`src/rtl/pwm_sequencer_pkg.sv`:
```
// Shared constants and types for the PWM sequencer and the SPI register map that feeds it.
package pwm_sequencer_pkg;

  localparam int unsigned PWM_CNT_W = 8;
  localparam int unsigned EN_W      = 16;
  localparam int unsigned DUTY_W    = 8;

  localparam logic [PWM_CNT_W-1:0] PWM_MAX   = 8'hFF;
  localparam logic [DUTY_W-1:0]    DUTY_FULL = 8'hFF;

  // SPI register indices; the register file packs these into the cfg bus.
  localparam logic [2:0] REG_EN_OUT_7_0  = 3'd0;
  localparam logic [2:0] REG_EN_OUT_15_8 = 3'd1;
  localparam logic [2:0] REG_EN_PWM_7_0  = 3'd2;
  localparam logic [2:0] REG_EN_PWM_15_8 = 3'd3;
  localparam logic [2:0] REG_DUTY        = 3'd4;

  typedef struct packed {
    logic [EN_W-1:0]   en_out;
    logic [EN_W-1:0]   en_pwm;
    logic [DUTY_W-1:0] duty;
  } pwm_cfg_t;

  // Full-scale duty is special-cased so the last count step does not drop out.
  function automatic logic pwm_level(input logic [DUTY_W-1:0] duty,
                                     input logic [PWM_CNT_W-1:0] cnt);
    return (duty == DUTY_FULL) || (cnt < duty);
  endfunction

endpackage

```
`src/rtl/pwm_sequencer_if.sv`:
```
// Config bus between the SPI register file (master) and the PWM sequencer (slave).
interface pwm_sequencer_if;
  import pwm_sequencer_pkg::*;

  logic              cfg_wr;
  logic [EN_W-1:0]   cfg_en_out;
  logic [EN_W-1:0]   cfg_en_pwm;
  logic [DUTY_W-1:0] cfg_duty;
  logic              cfg_pending;
  logic              cfg_applied;

  modport master (
    output cfg_wr, cfg_en_out, cfg_en_pwm, cfg_duty,
    input  cfg_pending, cfg_applied
  );

  modport slave (
    input  cfg_wr, cfg_en_out, cfg_en_pwm, cfg_duty,
    output cfg_pending, cfg_applied
  );

endinterface

```
`src/rtl/pwm_sequencer_prescaler.sv`:
```
// Divides clk into PWM count ticks; held at zero while run is low.
module pwm_sequencer_prescaler #(
  parameter int unsigned CLK_DIV = 13
) (
  input  logic clk,
  input  logic rst,
  input  logic run_i,
  output logic tick_o
);

  localparam int unsigned PreW = (CLK_DIV > 1) ? $clog2(CLK_DIV) : 1;
  localparam logic [PreW-1:0] PreLast = PreW'(CLK_DIV - 1);

  logic [PreW-1:0] pre_cnt_q, pre_cnt_d;

  assign tick_o = run_i & (pre_cnt_q == PreLast);

  always_comb begin
    pre_cnt_d = pre_cnt_q;
    if (!run_i || tick_o) begin
      pre_cnt_d = '0;
    end else begin
      pre_cnt_d = pre_cnt_q + 1'b1;
    end
  end

  always_ff @(posedge clk or posedge rst) begin
    if (rst) begin
      pre_cnt_q <= '0;
    end else begin
      pre_cnt_q <= pre_cnt_d;
    end
  end

endmodule

```
`src/rtl/pwm_sequencer.sv`:
```
// 16-line PWM output stage with double-buffered config committed on period boundaries.
module pwm_sequencer
  import pwm_sequencer_pkg::*;
#(
  parameter int unsigned CLK_DIV = 13,
  parameter int unsigned NUM_OUT = 16
) (
  input  logic                 clk,
  input  logic                 rst,
  input  logic                 run_i,
  pwm_sequencer_if.slave       cfg_if,
  output logic [EN_W-1:0]      out_o,
  output logic                 period_start_o
);

  if (NUM_OUT != EN_W) begin : g_bad_num_out
    $error("pwm_sequencer supports exactly 16 outputs");
  end
  if (CLK_DIV < 1) begin : g_bad_clk_div
    $error("pwm_sequencer CLK_DIV must be at least 1");
  end

  logic                 tick;
  logic                 boundary;
  logic [PWM_CNT_W-1:0] pwm_cnt_q, pwm_cnt_d;
  pwm_cfg_t             staged_q, staged_d;
  pwm_cfg_t             active_q, active_d;
  pwm_cfg_t             incoming;
  logic                 pending_q, pending_d;
  logic                 applied_q, applied_d;
  logic                 start_q;
  logic                 run_q;
  logic [EN_W-1:0]      out_q, out_d;
  logic [EN_W-1:0]      en_out_now;

  pwm_sequencer_prescaler #(
    .CLK_DIV (CLK_DIV)
  ) u_prescaler (
    .clk    (clk),
    .rst    (rst),
    .run_i  (run_i),
    .tick_o (tick)
  );

  assign boundary = tick & (pwm_cnt_q == PWM_MAX);
  assign incoming = '{en_out: cfg_if.cfg_en_out, en_pwm: cfg_if.cfg_en_pwm,
                      duty: cfg_if.cfg_duty};

  always_comb begin
    pwm_cnt_d = pwm_cnt_q;
    if (!run_i) begin
      pwm_cnt_d = '0;
    end else if (tick) begin
      pwm_cnt_d = pwm_cnt_q + 1'b1;
    end
  end

  always_comb begin
    staged_d  = staged_q;
    active_d  = active_q;
    pending_d = pending_q;
    applied_d = 1'b0;
    if (cfg_if.cfg_wr && boundary) begin
      staged_d  = incoming;
      active_d  = incoming;
      pending_d = 1'b0;
      applied_d = 1'b1;
    end else begin
      if (pending_q && (boundary || !run_i)) begin
        active_d  = staged_q;
        pending_d = 1'b0;
        applied_d = 1'b1;
      end
      if (cfg_if.cfg_wr) begin
        staged_d  = incoming;
        pending_d = 1'b1;
        // Disables take effect at once; enables wait for the commit.
        active_d.en_out = active_d.en_out & incoming.en_out;
      end
    end
  end

  // Mask with an in-flight write so a disable reaches the pins on the very next cycle.
  always_comb begin
    en_out_now = active_q.en_out & (cfg_if.cfg_wr ? cfg_if.cfg_en_out : {EN_W{1'b1}});
    out_d      = '0;
    if (run_i) begin
      out_d = en_out_now &
              (~active_q.en_pwm | {EN_W{pwm_level(active_q.duty, pwm_cnt_q)}});
    end
  end

  always_ff @(posedge clk or posedge rst) begin
    if (rst) begin
      pwm_cnt_q <= '0;
      staged_q  <= '0;
      active_q  <= '0;
      pending_q <= 1'b0;
      applied_q <= 1'b0;
      start_q   <= 1'b0;
      run_q     <= 1'b0;
      out_q     <= '0;
    end else begin
      pwm_cnt_q <= pwm_cnt_d;
      staged_q  <= staged_d;
      active_q  <= active_d;
      pending_q <= pending_d;
      applied_q <= applied_d;
      start_q   <= boundary;
      run_q     <= run_i;
      out_q     <= out_d;
    end
  end

  // The first run cycle already has both counters at zero, so it is a period start.
  assign period_start_o     = start_q | (run_i & ~run_q & ~rst);
  assign out_o              = out_q;
  assign cfg_if.cfg_pending = pending_q;
  assign cfg_if.cfg_applied = applied_q;

endmodule

```
`src/flat_wrapper.sv`:
```
// flat-port wrapper written by rule: the top's interface ports become plain ports
module pwm_sequencer_flat import pwm_sequencer_pkg::*;
#(
  parameter int unsigned CLK_DIV = 13,
  parameter int unsigned NUM_OUT = 16
)
  (clk, rst, run_i, out_o, period_start_o, cfg_if_cfg_wr, cfg_if_cfg_en_out, cfg_if_cfg_en_pwm, cfg_if_cfg_duty, cfg_if_cfg_pending, cfg_if_cfg_applied);
  pwm_sequencer_if cfg_if_i ();
  input  logic clk;
  input  logic rst;
  input  logic run_i;
  output logic [EN_W-1:0] out_o;
  output logic period_start_o;
  input wire logic [$bits(cfg_if_i.cfg_wr)-1:0] cfg_if_cfg_wr;
  input wire logic [$bits(cfg_if_i.cfg_en_out)-1:0] cfg_if_cfg_en_out;
  input wire logic [$bits(cfg_if_i.cfg_en_pwm)-1:0] cfg_if_cfg_en_pwm;
  input wire logic [$bits(cfg_if_i.cfg_duty)-1:0] cfg_if_cfg_duty;
  output wire logic [$bits(cfg_if_i.cfg_pending)-1:0] cfg_if_cfg_pending;
  output wire logic [$bits(cfg_if_i.cfg_applied)-1:0] cfg_if_cfg_applied;
  assign cfg_if_i.cfg_wr = cfg_if_cfg_wr;
  assign cfg_if_i.cfg_en_out = cfg_if_cfg_en_out;
  assign cfg_if_i.cfg_en_pwm = cfg_if_cfg_en_pwm;
  assign cfg_if_i.cfg_duty = cfg_if_cfg_duty;
  assign cfg_if_cfg_pending = cfg_if_i.cfg_pending;
  assign cfg_if_cfg_applied = cfg_if_i.cfg_applied;
  pwm_sequencer #(.CLK_DIV(CLK_DIV), .NUM_OUT(NUM_OUT)) u_core (.clk(clk), .rst(rst), .run_i(run_i), .cfg_if(cfg_if_i), .out_o(out_o), .period_start_o(period_start_o));
endmodule
```
`config.mk`:
```
export PLATFORM = sky130hd
export DESIGN_NAME = pwm_sequencer_flat
export DESIGN_NICKNAME = d
export VERILOG_FILES = /design/src/rtl/pwm_sequencer_pkg.sv /design/src/rtl/pwm_sequencer_if.sv /design/src/rtl/pwm_sequencer_prescaler.sv /design/src/rtl/pwm_sequencer.sv /design/src/flat_wrapper.sv
export SDC_FILE = /design/constraint.sdc
export NUM_CORES = 1
export LEC_CHECK = 0
export BUFFER_PORTS_ARGS = -buffer_cell sky130_fd_sc_hd__buf_4
export CAP_MARGIN = 20
export CORE_UTILIZATION = 30
export CTS_CLUSTER_SIZE = 14
export DETAILED_ROUTE_END_ITERATION = 16
export PLACE_DENSITY = 0.55
export SETUP_SLACK_MARGIN = 0.05
export SYNTH_ARGS = -nofsm -noshare
export SYNTH_HDL_FRONTEND = slang
export SYNTH_SLANG_ARGS = --single-unit
```
`constraint.sdc`:
```
create_clock -name clk -period 5.2 [get_ports clk]
set_input_delay 1.04 -clock clk [delete_from_list [all_inputs] [get_ports clk]]
set_output_delay 1.04 -clock clk [all_outputs]
set_load 0.005 [all_outputs]
```
==> flow_metrics.tcl <==
set metrics [dict create \
    path_class "in2reg" \
    num_vias 3653 \
    power_density_nw_per_um2 331 \
    slew-limit-headroom_pct 26.0 \
    cp-end-kind "register" \
    cts_tree "done" \
    dp_worst_setup_slack_ns 1.80 \
    critical_path.max_fanout 60 \
    tns_ns 0 \
    mostFrequentLayoutCell "dfrtp_1" \
    dpl_cell_area_sq_um 5930 \
    io_buffers 62 \
    overflow 0 \
    cts_max_path_buffers 2 \
    final_area_sq_um 6310 \
    layout_setup_ws_ns 2.18 \
    path_buf_inv 2 \
    required_ns 5.41 \
    fin_cells 760 \
    drtIter0Drc 275 \
    totalWireLength_mm 12.2 \
    syn_inst 481 \
    rows 48 \
    post_cts_buffers 0 \
    crit_path_start_kind "input port" \
    clk_pin_slew_ns 0.07 \
    gp_congestion 0.785 \
    dp.cells 743 \
    skew_ns 0.00827 \
    drc_errors 0 \
    layout_common_cells "112 x dfrtp_1, 67 x buf_4, 56 x nand2_1" \
    synth_enable_flop_cells 0 \
    clock_latency_ns 0.36 \
    grt_pass1_wl_mm 20.3 \
    grt_pass1_vias 3795 \
    critPathMaxStageDelay_ns 0.76 \
    dieHeight_um 135 \
    cts_hold_buf 0 \
    drt-pass1-iter-count 5 \
    ys_async_sr_fraction_pct 100 \
    critPathTopFamily "simple AND/OR/NAND/NOR gates" \
    status "finished, final reports clean" \
    rsz0062_at_grt "false" \
    wl_per_cell_um 16.0 \
    cpMaxStageDelayCell "or4b_2" \
    cp_common_cell "buf_4" \
    ir_worst_vdd_mv 0.208 \
    hold_class "reg2reg" \
    cts_sinks 112 \
    die_area_sq_um 18300 \
    ant_nets 0 \
    final_hold_viol_count 0 \
    grt_max_degree 79 \
    ys_types 38 \
    fin_nets 584 \
    coreArea_sq_um 17300 \
    fp.dieW_um 135 \
    cap_viol_max_count 0 \
    ys_seq_area_share_pct 52.7 \
    grtUsageTotal_pct 14.4 \
    clock.fmax_ghz 0.331 \
    syn_nets 535 \
    cts_htree_levels 3 \
    antenna_found_initial 0 \
    io-pin-count 63 \
    setup_viol 0 \
    hpwlAfterDp_mm 7.99 \
    drv_slew 0 \
    synth_flop_cell "dfrtp_1" \
    via_per_inst 4.81 \
    ys_ff_latch 112 \
    initial_utilization_pct 30.8 \
    power.leakage_nw 3.02 \
    areaGrowthSynthToFinish_pct 18.6 \
    path_cells "buf_4 -> and2_1 -> or4b_2 -> buf_4 -> nor2_1 -> a31oi_1" \
    syn_area_per_cell_sq_um 11.1 \
    clockRootBuffer "clkbuf_16" \
    drive_gt1_share_pct 26.4 \
    worst_pin_slew_ns 1.11 \
    period_share_pct 58.1 \
    cp.arrival_ns 3.23 \
    post_cts_resize_count 0 \
    numCtsBuffers 9 \
    min_period_ns 3.02 \
    syn_area_sq_um 5320 \
    antenna_cells 0 \
    yosysWarnings 0 \
]
==> Yosys cell counts, types with 2 or more instances <==
cell type	instances	area share [%]
mux2i_1	16	3.0
xnor2_1	7	1.2
clkbuf_2	2	0.19
o41ai_1	2	0.33
and3_1	37	4.4
a21boi_1	16	2.3
nand3_1	18	1.7
a21oi_1	6	0.56
a31oi_1	22	2.6
dfrtp_1	112	53
inv_1	12	0.85
clkbuf_1	10	0.71
nand4_1	7	0.82
nor2_1	27	1.9
a211oi_1	6	0.85
a21boi_0	2	0.28
o21ai_0	3	0.28
a211oi_2	10	2.4
buf_2	10	0.94
nand2_1	56	4.0
buf_6	8	1.7
mux2_2	40	8.5
and2_1	10	1.2
ha_1	10	2.4
nand2b_1	19	2.2
==> state kept, by name, summed over array words and instances, names as in the netlist <==
signal / cells
u_core.active_q: 40
u_core.staged_q: 40
u_core.out_o: 16
u_core.pwm_cnt_q: 8
u_core.u_prescaler.pre_cnt_q: 4
u_core.cfg_if.cfg_applied: 1
u_core.cfg_if.cfg_pending: 1
u_core.run_q: 1
u_core.start_q: 1
==> report_power, final <==
group | leakage [nW] | switching [W] | internal (W)
logic | 1.44 | 0.000136 | 0.000130
registers | 1.40 | 0.0000538 | 0.000959
clock network | 0.173 | 0.000323 | 0.000487
==> layout make-up <==
cell class                 count  area [sq um]
clock buffer                  10           239
tap                          225           282
clock inverter                 6           113
timing repair buffer          68           531
inverter                      12          47.5
multi-input combinational    327          2300
fill                        1741         11000
sequential                   112          2800
==> through the flow <==
stage	util, %	power [W]	hold slack [ns]
6_report	36.5	0.00209	0.492
3_5_place_dp	34.3	0.00130	0.475
5_1_grt	36.5	0.00219	0.525
3_3_place_gp	34.3	0.00129	0.470
2_1_floorplan	-	0.00119	0.447
4_1_cts	36.3	0.00212	0.492
==> layer usage <==
metal  wire length [um]  track usage [%]
met1               5710             19.3
met2               5750             23.4
met3                573             3.67
met4                119             3.37
met5                  0                0
==> logic make-up (layout without fill, tap and decap cells) <==
group | Yosys count | after routing | share of synthesized area, %
XOR/XNOR | 7 | 7 | 1.15
buffers and inverters | 42 | 96 | 4.37
flip-flops | 112 | 112 | 52.7
adder cells (fa/ha/maj) | 10 | 10 | 2.35
AO/OA/AOI/OAI | 72 | 72 | 10.5
multiplexers | 56 | 56 | 11.5
AND/OR/NAND/NOR | 182 | 182 | 17.5
==> path summary, 6_finish.rpt <==
| path | from | to | slack, ns | cells past startpoint |
|---|---|---|---|---|
| worst max register to register | u_core.u_prescaler.pre_cnt_q[0]$_DFF_PP0_ | u_core.active_q[3]$_DFFE_PP0P_ | 2.69 | 7 |
| worst min-delay path | u_core.u_prescaler.pre_cnt_q[0]$_DFF_PP0_ | u_core.u_prescaler.pre_cnt_q[0]$_DFF_PP0_ | 0.49 | 1 |
| min in group asynchronous | rst | u_core.staged_q[39]$_DFFE_PP0P_ | 0.61 | 2 |
| max in group asynchronous | rst | u_core.active_q[30]$_DFF_PP0_ | 3.52 | 4 |
| worst max-delay path | cfg_if_cfg_wr | u_core.active_q[3]$_DFFE_PP0P_ | 2.18 | 6 |
| worst min register to register | u_core.u_prescaler.pre_cnt_q[0]$_DFF_PP0_ | u_core.u_prescaler.pre_cnt_q[0]$_DFF_PP0_ | 0.49 | 1 |
(Power assumes the default switching activity.)
